[src/rtl/seg7_pkg.sv]
// seg7_pkg: segment patterns, digit-select codes, error codes and capture FSM states
package seg7_pkg;
   localparam logic [6:0] SEG_0     = 7'h40;
   localparam logic [6:0] SEG_1     = 7'h79;
   localparam logic [6:0] SEG_2     = 7'h24;
   localparam logic [6:0] SEG_3     = 7'h30;
   localparam logic [6:0] SEG_4     = 7'h19;
   localparam logic [6:0] SEG_5     = 7'h12;
   localparam logic [6:0] SEG_6     = 7'h02;
   localparam logic [6:0] SEG_7     = 7'h78;
   localparam logic [6:0] SEG_8     = 7'h00;
   localparam logic [6:0] SEG_9     = 7'h10;
   localparam logic [6:0] SEG_BLANK = 7'h7F;
   localparam logic [3:0] EN_D0 = 4'b1110;
   localparam logic [3:0] EN_D1 = 4'b1101;
   localparam logic [3:0] EN_D2 = 4'b1011;
   localparam logic [3:0] EN_D3 = 4'b0111;
   localparam logic [1:0] ERR_NONE = 2'b00;
   localparam logic [1:0] ERR_PAT  = 2'b01;
   localparam logic [1:0] ERR_EN   = 2'b10;
   localparam logic [1:0] ERR_SEQ  = 2'b11;
   typedef enum logic [2:0] {SYNC, D1, D2, D3, DONE} state_t;
endpackage

[src/rtl/seg7_decode.sv]
// seg7_decode: active-low segment pattern to BCD, blank maps to 4'hF
module seg7_decode
   import seg7_pkg::*;
(
   input  logic [6:0] pattern,
   output logic [3:0] bcd,
   output logic       ok
);
   always_comb begin
      bcd = 4'h0;
      ok = 1'b1;
      case (pattern)
         SEG_0:     bcd = 4'd0;
         SEG_1:     bcd = 4'd1;
         SEG_2:     bcd = 4'd2;
         SEG_3:     bcd = 4'd3;
         SEG_4:     bcd = 4'd4;
         SEG_5:     bcd = 4'd5;
         SEG_6:     bcd = 4'd6;
         SEG_7:     bcd = 4'd7;
         SEG_8:     bcd = 4'd8;
         SEG_9:     bcd = 4'd9;
         SEG_BLANK: bcd = 4'hF;
         default:   ok = 1'b0;
      endcase
   end
endmodule

[src/rtl/seg7_scan_capture.sv]
// seg7_scan_capture: debounces a scanned 4-digit 7-segment display and captures whole frames
module seg7_scan_capture
   import seg7_pkg::*;
#(
   parameter int STABLE_CYCLES = 16
) (
   input  logic        CLK,
   input  logic        RESET,
   input  logic [4:1]  ENABLE,
   input  logic [7:0]  SEGMENT,
   output logic [15:0] DIGITS,
   output logic        VALID,
   output logic        ERROR,
   output logic [1:0]  ERR_CODE
);
   localparam int CW = $clog2(STABLE_CYCLES + 1);
   logic [11:0] sync_a, sync_b, prev;
   logic [CW-1:0] cnt;
   logic [3:0] part0, part1, part2, bcd;
   logic [1:0] idx, code;
   logic pat_ok, en_ok, settle, good, start, err;
   state_t state, state_n;

   seg7_decode u_decode (.pattern(sync_b[6:0]), .bcd(bcd), .ok(pat_ok));

   // counter saturates one past the settle value so each stable run settles once
   assign settle = cnt == CW'(STABLE_CYCLES - 1);
   assign en_ok = sync_b[11:8] inside {EN_D0, EN_D1, EN_D2, EN_D3};
   assign idx = sync_b[11:8] == EN_D1 ? 2'd1 : sync_b[11:8] == EN_D2 ? 2'd2 : sync_b[11:8] == EN_D3 ? 2'd3 : 2'd0;
   assign good = settle && en_ok && pat_ok;
   assign start = good && idx == 2'd0;
   assign code = !en_ok ? ERR_EN : !pat_ok ? ERR_PAT : ERR_SEQ;

   always_comb begin
      state_n = state;
      err = 1'b0;
      if (state == SYNC || state == DONE)
         state_n = start ? D1 : SYNC;
      else if (good && idx == state[1:0])
         state_n = state == D1 ? D2 : state == D2 ? D3 : DONE;
      else if (settle) begin
         err = 1'b1;
         state_n = start ? D1 : SYNC;
      end
   end

   always_ff @(posedge CLK) begin
      if (RESET) begin
         sync_a <= 12'hFFF;
         sync_b <= 12'hFFF;
         prev <= 12'hFFF;
         cnt <= '0;
         state <= SYNC;
         part0 <= '0;
         part1 <= '0;
         part2 <= '0;
         DIGITS <= '0;
         VALID <= 1'b0;
         ERROR <= 1'b0;
         ERR_CODE <= ERR_NONE;
      end else begin
         sync_a <= {ENABLE, SEGMENT};
         sync_b <= sync_a;
         prev <= sync_b;
         cnt <= sync_b != prev ? '0 : cnt == CW'(STABLE_CYCLES) ? cnt : cnt + CW'(1);
         state <= state_n;
         part0 <= good && idx == 2'd0 ? bcd : part0;
         part1 <= good && idx == 2'd1 ? bcd : part1;
         part2 <= good && idx == 2'd2 ? bcd : part2;
         VALID <= state_n == DONE;
         ERROR <= err;
         ERR_CODE <= err ? code : ERR_CODE;
         DIGITS <= state_n == DONE ? {bcd, part2, part1, part0} : DIGITS;
      end
   end
endmodule

[config.mk]
export PLATFORM = sky130hd
export DESIGN_NAME = seg7_scan_capture
export DESIGN_NICKNAME = d
export VERILOG_FILES = /design/src/rtl/seg7_pkg.sv /design/src/rtl/seg7_decode.sv /design/src/rtl/seg7_scan_capture.sv
export SDC_FILE = /design/constraint.sdc
export NUM_CORES = 1
export LEC_CHECK = 0
export ABC_AREA = 1
export CORE_MARGIN = 8
export CORE_UTILIZATION = 50
export CTS_CLUSTER_SIZE = 25
export DETAILED_ROUTE_END_ITERATION = 16
export GPL_TIMING_DRIVEN = 0
export PLACE_DENSITY = 0.75
export SLEW_MARGIN = 20
export SYNTH_ARGS = -nofsm -noshare
export SYNTH_HDL_FRONTEND = slang
export SYNTH_HIERARCHICAL = 1
export SYNTH_SLANG_ARGS = --single-unit
[constraint.sdc]
create_clock -name CLK -period 2.2 [get_ports CLK]
set_clock_uncertainty 0.05 [all_clocks]
set_input_delay 0.44 -clock CLK [delete_from_list [all_inputs] [get_ports CLK]]
set_output_delay 0.44 -clock CLK [all_outputs]
set_load 0.1 [all_outputs]
# After elaboration in Yosys (flattened, before gate mapping)
# Index checks and enable logic that the tools add are counted.
# W data, S select, Z words.
dict set report totals {
  in_bits 14
  register_bits 76
  output_inout_bits 20
}
dict set report op_classes {
  n_addsub 1
  n_reduce_logical 13
  mux 16
  n_eq_ne 24
}
# operator count
set op_table {}
lappend op_table {{$pmux W4 S10} 1}
lappend op_table {{$eq A7 B7 Y1 const B} 4}
lappend op_table {{$eq A7 B5 Y1 const B} 3}
lappend op_table {{$mux W3} 5}
lappend op_table {{$eq A7 B6 Y1 const B} 2}
lappend op_table {{$eq A4 B4 Y1 const B} 3}
lappend op_table {{$ne A12 B12 Y1} 1}
lappend op_table {{$reduce_or A11 Y1} 1}
lappend op_table {{$mux W2} 5}
lappend op_table {{$eq A7 B2 Y1 const B} 1}
lappend op_table {{$logic_not A7 Y1} 1}
lappend op_table {{$eq A3 B3 Y1 const B} 2}
lappend op_table {{$logic_and A1 B1 Y1} 6}
lappend op_table {{$add A5 B1 Y5 const B} 1}
lappend op_table {{$eq A5 B4 Y1 const B} 1}
lappend op_table {{$eq A5 B5 Y1 const B} 1}
lappend op_table {{$mux W1} 5}
lappend op_table {{$eq A4 B3 Y1 const B} 1}
lappend op_table {{$reduce_bool A4 Y1} 1}
lappend op_table {{$eq A3 B1 Y1 const B} 1}
lappend op_table {{$eq A3 B2 Y1 const B} 1}
lappend op_table {{$logic_not A3 Y1} 1}
lappend op_table {{$eq A2 B1 Y1 const B} 1}
lappend op_table {{$eq A2 B2 Y1} 1}
lappend op_table {{other kinds (4)} 4}

# Depth between registers and ports, before layout
# Gate-level depths: netlist of run 1.
dict set report depth {
  ltp_word 11
  ltp_mapped 20
  depth_no_buf 18
}

# Cells and area by module
# Netlist of run 1, hierarchy kept.
# module instances area_each_um2 cells_each
set by_module_without_submodules {}
lappend by_module_without_submodules {seg7_scan_capture 1 2876.5 343}
lappend by_module_without_submodules {seg7_decode 1 270.3 55}

# Worst setup path after synthesis of run 1
# No wires, ideal clock.
dict set report synth_path {
  path_type {register to register}
  from {reg sync_b[4]}
  to {reg DIGITS[10]}
  slack_ns 0.063
  t_arrival_ns 1.970
  path_stages_with_launch 20
  path_buffers 2
  setup_time_ns 0.117
  synth_period_minus_slack_ns 2.137
  cell_sequence {dfxtp_1 buf_2 nand2_2 nor2_4 nand2_1 nand2_2 nor2_1 nand3_2 nand2_1 inv_1 nand3_1 nor2_2 nor2_1 nand2_1 nand2_4 nand2_4 nor2_4 buf_6 nor2_1 nor2_1}
}
dict set report synth_between {
  elab_chain_len 10
}
# element line
set synth_lines {}
lappend synth_lines {{start, declared} seg7_scan_capture.sv:17} ;# logic [11:0] sync_a, sync_b, prev;
lappend synth_lines {{start signal, assigned} seg7_scan_capture.sv:63} ;# sync_b <= sync_a;
lappend synth_lines {{$eq A7 B7 Y1 (tied with other cells)} seg7_decode.sv:12} ;# case (pattern)
lappend synth_lines {{$reduce_or A11 Y1 (no source line) (*)} n/a}
lappend synth_lines {{$mux W1 (*)} seg7_decode.sv:12}
lappend synth_lines {{net pat_ok} seg7_scan_capture.sv:21} ;# logic pat_ok, en_ok, settle, good, start, err;
lappend synth_lines {{$logic_and A1 B1 Y1 (*)} seg7_scan_capture.sv:30} ;# assign good = settle && en_ok && pat_ok;
lappend synth_lines {{$logic_and A1 B1 Y1} seg7_scan_capture.sv:31} ;# assign start = good && idx == 2'd0;
lappend synth_lines {{$mux W1} {seg7_scan_capture.sv:38, seg7_scan_capture.sv:43}}
lappend synth_lines {{$mux W3} seg7_scan_capture.sv:41} ;# else if (settle) begin
lappend synth_lines {{$mux W3} seg7_scan_capture.sv:39} ;# else if (good && idx == state[1:0])
lappend synth_lines {{$mux W3 (*)} seg7_scan_capture.sv:37} ;# if (state == SYNC || state == DONE)
lappend synth_lines {{$eq A3 B3 Y1 (*)} seg7_scan_capture.sv:73} ;# DIGITS <= state_n == DONE ? {bcd, part2, part1, part0} : DIGITS;
lappend synth_lines {{end signal, assigned} seg7_scan_capture.sv:73}
lappend synth_lines {{end, declared} seg7_scan_capture.sv:11} ;# output logic [15:0] DIGITS,
# The timed path passes the listed nets; every way through them passes the cells marked *.
# A chain may end at the register's enable or synchronous reset.

# Worst setup path in the final report of run 1
dict set report layout_path {
  from {reg sync_b[5]}
  to {reg DIGITS[14]}
}
# The elaborated chain is that of the path after synthesis.

==> results of run 1 <==
-- sequential cells by signal, summed over array words and instances, names as in the netlist, 2 cells and up --
signal / flops
sync_a: 12
sync_b: 12
part1: 4
cnt: 5
state: 3
part0: 4
part2: 4
DIGITS: 16
ERR_CODE: 2
prev: 12
-- stage by stage --
stage	setup slack, ns	total power, mW	hold WS [ns]	instance area, um2	cells
after global routing	-0.136	2.69	0.376	3960	535
after detailed placement	-0.222	1.62	0.342	3570	508
after floorplan	0.0629	1.57	0.339	3150	398
after global placement	-0.166	1.62	0.341	3570	508
final	-0.0320	2.58	0.358	3960	535
after CTS	0.00489	2.60	0.359	3830	529
-- layout make-up --
class	instances	share of cell area
sequential	76	0.390
multi-input combinational	266	0.377
timing repair buffer	47	0.106
inverter	43	0.0408
clock buffer	11	0.0332
tap	77	0.0243
buffer	12	0.0180
clock inverter	3	0.0101
-- how the worst min path moves through the flow --
stage | start | end | slack (ns)
CTS | sync_a[6]$_SDFF_PP1_ | sync_b[6]$_SDFF_PP1_ | 0.36
global route | sync_a[7]$_SDFF_PP1_ | sync_b[7]$_SDFF_PP1_ | 0.38
detailed placement | sync_a[6]$_SDFF_PP1_ | sync_b[6]$_SDFF_PP1_ | 0.34
floorplan | sync_a[0]$_SDFF_PP1_ | sync_b[0]$_SDFF_PP1_ | 0.34
finish | sync_a[6]$_SDFF_PP1_ | sync_b[6]$_SDFF_PP1_ | 0.36
global placement | sync_a[2]$_SDFF_PP1_ | sync_b[2]$_SDFF_PP1_ | 0.34
-- routing by layer --
layer	vias up	part of all wire	routed length, um	track usage
met5	-	0	0	0
met4	0	0.020	126	0.0780
met3	11	0.054	349	0.0449
met2	60	0.48	3080	0.253
met1	1206	0.45	2890	0.171
li1	1371	-	-	-
-- power by group --
part | internal [mW] | total, mW | switching, mW | leakage (nW)
Combinational | 0.0814 | 0.185 | 0.103 | 1.02
Clock | 0.508 | 0.980 | 0.471 | 0.0890
Sequential | 1.40 | 1.42 | 0.0199 | 0.620
-- timing repair --
| item | 4_1_cts | 5_1_grt |
|---|---|---|
| pin swaps | 7 | 15 |
| endpoints found under the setup margin | 38 | 25 |
| buffers inserted | 7 | 6 |
| cloned | 1 | 0 |
| resized for setup | 39 | 32 |
-- placed cells by master, fill, tap and decap left out, types with 5 or more instances in the layout --
cell type,count
dfxtp_1,67
nor2_1,55
nand2_1,53
inv_1,36
or2_2,33
nand4_1,20
dlygate4sd2_1,20
a21oi_1,16
buf_4,14
nand3_1,13
clkdlybuf4s50_1,13
nand2_2,12
xor2_1,11
o21ai_0,11
clkbuf_1,9
clkbuf_8,9
nor2_4,8
inv_2,7
nand3_2,6
o21ai_1,5
dfxtp_4,5
-- cell families (layout without fill, tap and decap cells) --
group	count (synthesis)	after routing	synth area share
flip-flops	76	76	0.483
buffers and inverters	56	116	0.0720
adder cells (fa/ha/maj)	3	3	0.0119
AO/OA/AOI/OAI	35	35	0.0585
XOR/XNOR	12	12	0.0334
AND/OR/NAND/NOR	216	216	0.341
==> summary.md, run 1 <==
| Metric | Value |
|---|---|
| Port buffer count | 33 |
| Worst path slowest cell | dfxtp_2 |
| Max Cap Viol | 0 |
| DR vias | 2648 |
| Antenna Nets Post-Route | 0 |
| Ys async rst share | 0 |
| Layout area overhead | 25.8% |
| WP buf/inv | 4 |
| Vias per cell | 4.95 |
| CTS tree | built |
| Max_slew headroom | 0.359 |
| Finished Core Util | 0.638 |
| Fmax | 448 MHz |
| Tightest Hold Check Type | reg -> reg |
| GRT overflow | 0 |
| Count leader, synth | dfxtp_1 |
| Worst setup path endpoint | DIGITS[14]$_SDFFE_PP0N_ |
| Max incr delay on CP | 0.33 ns |
| Global-route wire length before repair | 10700 um |
| CTS Sinks | 76 |
| Leakage power | roughly 1.7 nW |
| ANT cells | 0 |
| Final Slew Violations | 0 |
| H-tree Lvls | 3 |
| Starting DRC count in detailed routing | between 200 and 300 |
| Endpoints failing setup | 10 |
| Failing checks | setup timing |
| FF/Latch Area | 0.00155 mm2 |
| Worst path top cell family by delay | simple AND/OR/NAND/NOR gates |
| Critical Path AT | approximately 2.4 ns |
| Pin count of the biggest net entering global routing | 12 |
| Req. time, crit path | around 2.4 ns |
| Most frequent cells after synthesis | dfxtp_1, nand2_1, nor2_1 |
| Critical R2R Launch | sync_b[5]$_SDFF_PP1_ |
| 1st-pass router iterations | 4 |
| Share of cells above drive strength 1 | 0.258 |
| Total CTS buffers | 9 |
| Final Hold Viols | 0 |
| Vias in the first global route | 2540 |
| Synth Net Count | 415 |
| Core ar. | a little over 0.006 mm2 |
| Overall Global Routing Usage | 0.151 |
| Number of flops mapped to enable cells by yosys | 0 |
| Least-Margin Pin Slew | 0.966 ns |
| Die area | 0.00909 mm2 |
| Worst path depth | 16 |
| Root buf cell | clkbuf_8 |
| Seq/Total Area, Yosys | 0.483 |
| Crit-path cells | buf_6, buf_4, nor3_2, nand2_1, nand3_2, nand2_2, nor2_4, buf_4, nand2_1, nand2_2, nand2_4, nand2_4, nor2_4, buf_6, nor2_1, nor2_1 |
| DRC errors left | 0 |
| CP max FO | 7 |
| Critical path launch point type | flop |
| Fillers | 522 |
| Cell depth of the worst min-delay path | 1 |
| Routed WL | 6450 um |
| Register bit total from synthesis | 76 |
| Cell taking the most area after synthesis | dfxtp_1 |
| Synth Cell Area | 0.00315 mm2 |
| Setup_tns | -0.132 ns |
| Critical path class | reg -> reg |
| Post-synthesis cell count | slightly below 400 |
| WL per Instance | 12.1 um |
| R2R depth | 16 |
| Top cells by area, synth | dfxtp_1, nand2_1, nor2_1, or2_2, inv_1 |
| Status | finished with violations |
| Chip Height | 95.3 um |
| Multi-input logic area | around 0.0015 mm2 |
| Initial Util | 0.507 |
| Clock-pin slew on the worst setup and hold paths | 0.07 ns |
| Worst setup EP type | flop |
| Final #Nets | 472 |
| Most used DFF post-synth | dfxtp_1 |
| Crit path launch | sync_b[5]$_SDFF_PP1_ |
| Syn avg cell area | 7.91 um2 |
| CTS Hold Bufs | 0 |
| R2r setup slk | -0.03 ns |
| Cell Pwr Density | 653 mW/mm2 |
| Final worst slack | -0.0320 ns |
| Worst R2R End | DIGITS[14]$_SDFFE_PP0N_ |
| Peak VDD IR | 0.467 mV |
| Post-synth cell types | 28 |
| HPWL Detailed | between 4000 and 5000 um |
| RSZ-0062 raised after global routing | true |
| # IOs | 34 |
| Crit share post-route | 1.01 |
| Core Rows | 29 |
| Routability congestion estimate | 0.849 |
| Synth top area share | 0.483 |
| YS warnings | 6 |
| Initial antenna violation count | 0 |
| Clock buffer depth | 2 |
| Die Wd | 95.3 um |
| Fin crit period | 2.23 ns |
| Clock Latency Late Sink | 0.35 ns |
(Power assumes the default switching activity.)
==> run 2: changes to the inputs <==
--- a/config.mk
+++ b/config.mk
@@ -12,6 +12,7 @@
 export DETAILED_ROUTE_END_ITERATION = 16
 export GPL_TIMING_DRIVEN = 0
 export PLACE_DENSITY = 0.75
+export SETUP_SLACK_MARGIN = 0.02
 export SLEW_MARGIN = 20
 export SYNTH_ARGS = -nofsm -noshare
 export SYNTH_HDL_FRONTEND = slang
==> summary.md, run 2 (synthesis gave the netlist of run 1 again) <==
| Metric | Value |
|---|---|
| RSZ-0062 raised after global routing | true (unchanged) |
| Routability congestion estimate | 0.849 (unchanged) |
| Status | finished with violations (unchanged) |
| WL per Instance | 12.2 um (was 12.1 um) |
| ANT cells | 0 (unchanged) |
| Worst path slowest cell | dfxtp_2 (unchanged) |
| Starting DRC count in detailed routing | 186 (was 267) |
| Hold slack final | 0.358 ns (about the same) |
| Cell Pwr Density | 653 mW/mm2 (about the same) |
| Clock-pin slew on the worst setup and hold paths | 0.07 ns (about the same) |
| Req. time, crit path | 2.44 ns (was 2.39 ns) |
| Max Cap Viol | 0 (unchanged) |
| Fillers | 530 (was 522) |
| Max_slew headroom | 0.358 (was 0.359) |
| Endpoints failing setup | 1 (was 10) |
| Most frequent cells in the layout | dfxtp_1, nand2_1, nor2_1, inv_1, or2_2 (was dfxtp_1, nor2_1, nand2_1, inv_1, or2_2) |
| Final worst slack | -0.00220 ns (was -0.0320 ns) |
| Tightest Hold Check Type | reg -> reg (unchanged) |
| Core Rows | 29 (unchanged) |
| Critical path class | reg -> reg (unchanged) |
| Initial antenna violation count | 0 (unchanged) |
| Clock Latency Late Sink | 0.35 ns (about the same) |
| Layout area overhead | 25.7% (was 25.8%) |
| Critical path launch point type | flop (unchanged) |
| Max incr delay on CP | 0.34 ns (was 0.33 ns) |
| Crit-path cells | buf_6, nand2_4, nor2_4, nand3_2, nand2_2, nor2_4, nand3_2, nand2_2, nor2_4, nand4_1, nand2_4, nand2_4, nor2_4, buf_6, nor2_1, nor2_1 (was buf_6, buf_4, nor3_2, nand2_1, nand3_2, nand2_2, nor2_4, buf_4, nand2_1, nand2_2, nand2_4, nand2_4, nor2_4, buf_6, nor2_1, nor2_1) |
| H-tree Lvls | 3 (unchanged) |
| Global-route wire length before repair | 10700 um (about the same) |
| Failing checks | setup timing (unchanged) |
| HPWL Detailed | 4260 um (unchanged) |
| CTS Sinks | 76 (unchanged) |
| 1st-pass router iterations | 4 (unchanged) |
| Routed WL | 6500 um (was 6450 um) |
| Initial Util | 0.507 (unchanged) |
| Share of cells above drive strength 1 | 0.265 (was 0.258) |
| Root buf cell | clkbuf_8 (unchanged) |
| Max reg flops | 16 (unchanged) |
| Critical Path AT | 2.44 ns (was 2.43 ns) |
| Final Hold Viols | 0 (unchanged) |
| # IOs | 34 (unchanged) |
| Chip Height | 95.3 um (unchanged) |
| Pin count of the biggest net entering global routing | 12 (unchanged) |
| Fin crit period | 2.20 ns (was 2.23 ns) |
| Die area | 0.00909 mm2 (unchanged) |
| Die Wd | 95.3 um (unchanged) |
| Largest Register | DIGITS (unchanged) |
| Clock buffer depth | 2 (unchanged) |
| Overall Global Routing Usage | 0.151 (about the same) |
| Core ar. | 0.00620 mm2 (unchanged) |
| Final #Nets | 470 (was 472) |
| WP buf/inv | 2 (was 4) |
| Commonest non-fill, non-tap cell in the layout | dfxtp_1 (unchanged) |
| CP dominant cell by count | nor2_4 |
| CTS tree | built (unchanged) |
| Peak VDD IR | 0.481 mV (was 0.467 mV) |
| CP max FO | 7 (unchanged) |
| Final Slew Violations | 0 (unchanged) |
| Fin area | 0.00396 mm2 (about the same) |
| Worst path top cell family by delay | simple AND/OR/NAND/NOR gates (unchanged) |
| Port buffer count | 33 (unchanged) |
| Vias per cell | 4.94 (was 4.95) |
| Antenna Nets Post-Route | 0 (unchanged) |
| Worst setup EP type | flop (unchanged) |
| Least-Margin Pin Slew | 0.966 ns (about the same) |
| Total CTS buffers | 9 (unchanged) |
| Crit share post-route | 1.00 (was 1.01) |
| Fmax | 454 MHz (was 448 MHz) |
| Vias in the first global route | 2549 (was 2540) |
| DR vias | 2631 (was 2648) |
| GRT overflow | 0 (unchanged) |
| Area after DPL | 0.00357 mm2 (unchanged) |
| Leakage power | 1.73 nW (about the same) |
| DRC errors left | 0 (unchanged) |
-- run 2: cell types whose count changed in the layout (fill, tap and decap cells not counted) --
| cell | change |
|---|---|
| inv_2 | -1 |
| nor2_1 | -7 |
| o21ai_1 | -1 |
| o21ai_0 | +1 |
| buf_4 | -3 |
| inv_1 | +1 |
| buf_2 | +1 |
| nand2_2 | -1 |
| nand2_1 | +1 |
| nor2_2 | +7 |
-- run 2: what timing repair did --
action / CTS / global route
pin swaps: 8 / 16
endpoints found under the hold margin: 0 / 0
setup endpoints to repair: 40 / 25
hold buffers: 0 / 0
cloned: 1 / 0
buffers inserted: 7 / 4
resized for setup: 44 / 29
-- run 2: layout make-up --
cell class | count | area (um2) | share of cell area
Sequential cell | 76 | 1550 | 0.391
Multi-Input combinational cell | 266 | 1510 | 0.382
Timing Repair Buffer | 45 | 403 | 0.102
Inverter | 43 | 161 | 0.0408
Clock buffer | 11 | 131 | 0.0332
Tap cell | 77 | 96.3 | 0.0244
Buffer | 12 | 68.8 | 0.0174
Clock inverter | 3 | 40.0 | 0.0101
-- run 2: worst paths after layout --
| check | endpoint | slack (ns) | cells after the start | startpoint |
|---|---|---|---|---|
| min | sync_b[6]$_SDFF_PP1_ | 0.36 | 1 | sync_a[6]$_SDFF_PP1_ |
| min reg2reg | sync_b[6]$_SDFF_PP1_ | 0.36 | 1 | sync_a[6]$_SDFF_PP1_ |
| max reg2reg | DIGITS[14]$_SDFFE_PP0N_ | -0.002 | 16 | sync_b[5]$_SDFF_PP1_ |
| max | DIGITS[14]$_SDFFE_PP0N_ | -0.002 | 16 | sync_b[5]$_SDFF_PP1_ |
-- run 2: per-layer routing --
| metal | vias to the layer above | GRT usage | share of wire | routed length (um) |
|---|---|---|---|---|
| met2 | 47 | 0.253 | 0.49 | 3170 |
| met1 | 1208 | 0.171 | 0.45 | 2900 |
| met5 | - | 0 | 0 | 0 |
| met3 | 9 | 0.0449 | 0.050 | 323 |
| met4 | 0 | 0.0780 | 0.017 | 110 |
| li1 | 1367 | - | - | - |
-- run 2: power by group --
group	internal, mW	switching, mW
combinational	0.0816	0.103
clock	0.508	0.470
sequential	1.40	0.0199
total	1.99	0.593
-- run 2: through the flow --
step / total power, mW / instances / setup slack (ns) / utilization / TNS [ns]
4_1_cts: 2.60 / 529 / 0.0353 / 0.620 / 0
5_1_grt: 2.69 / 533 / -0.136 / 0.637 / -1.62
2_1_floorplan: 1.57 / 398 / 0.0629 / - / 0
3_5_place_dp: 1.62 / 508 / -0.222 / 0.576 / -2.58
3_3_place_gp: 1.62 / 508 / -0.166 / 0.576 / -1.77
6_report: 2.58 / 533 / -0.00220 / 0.637 / -0.00220
-- run 2: worst reg2reg max path, delay by kind of cell, from the launching register on --
kind	cells	cell delay, ns
simple gates	14	1.45
flops	1	0.34
buf+inv	2	0.28
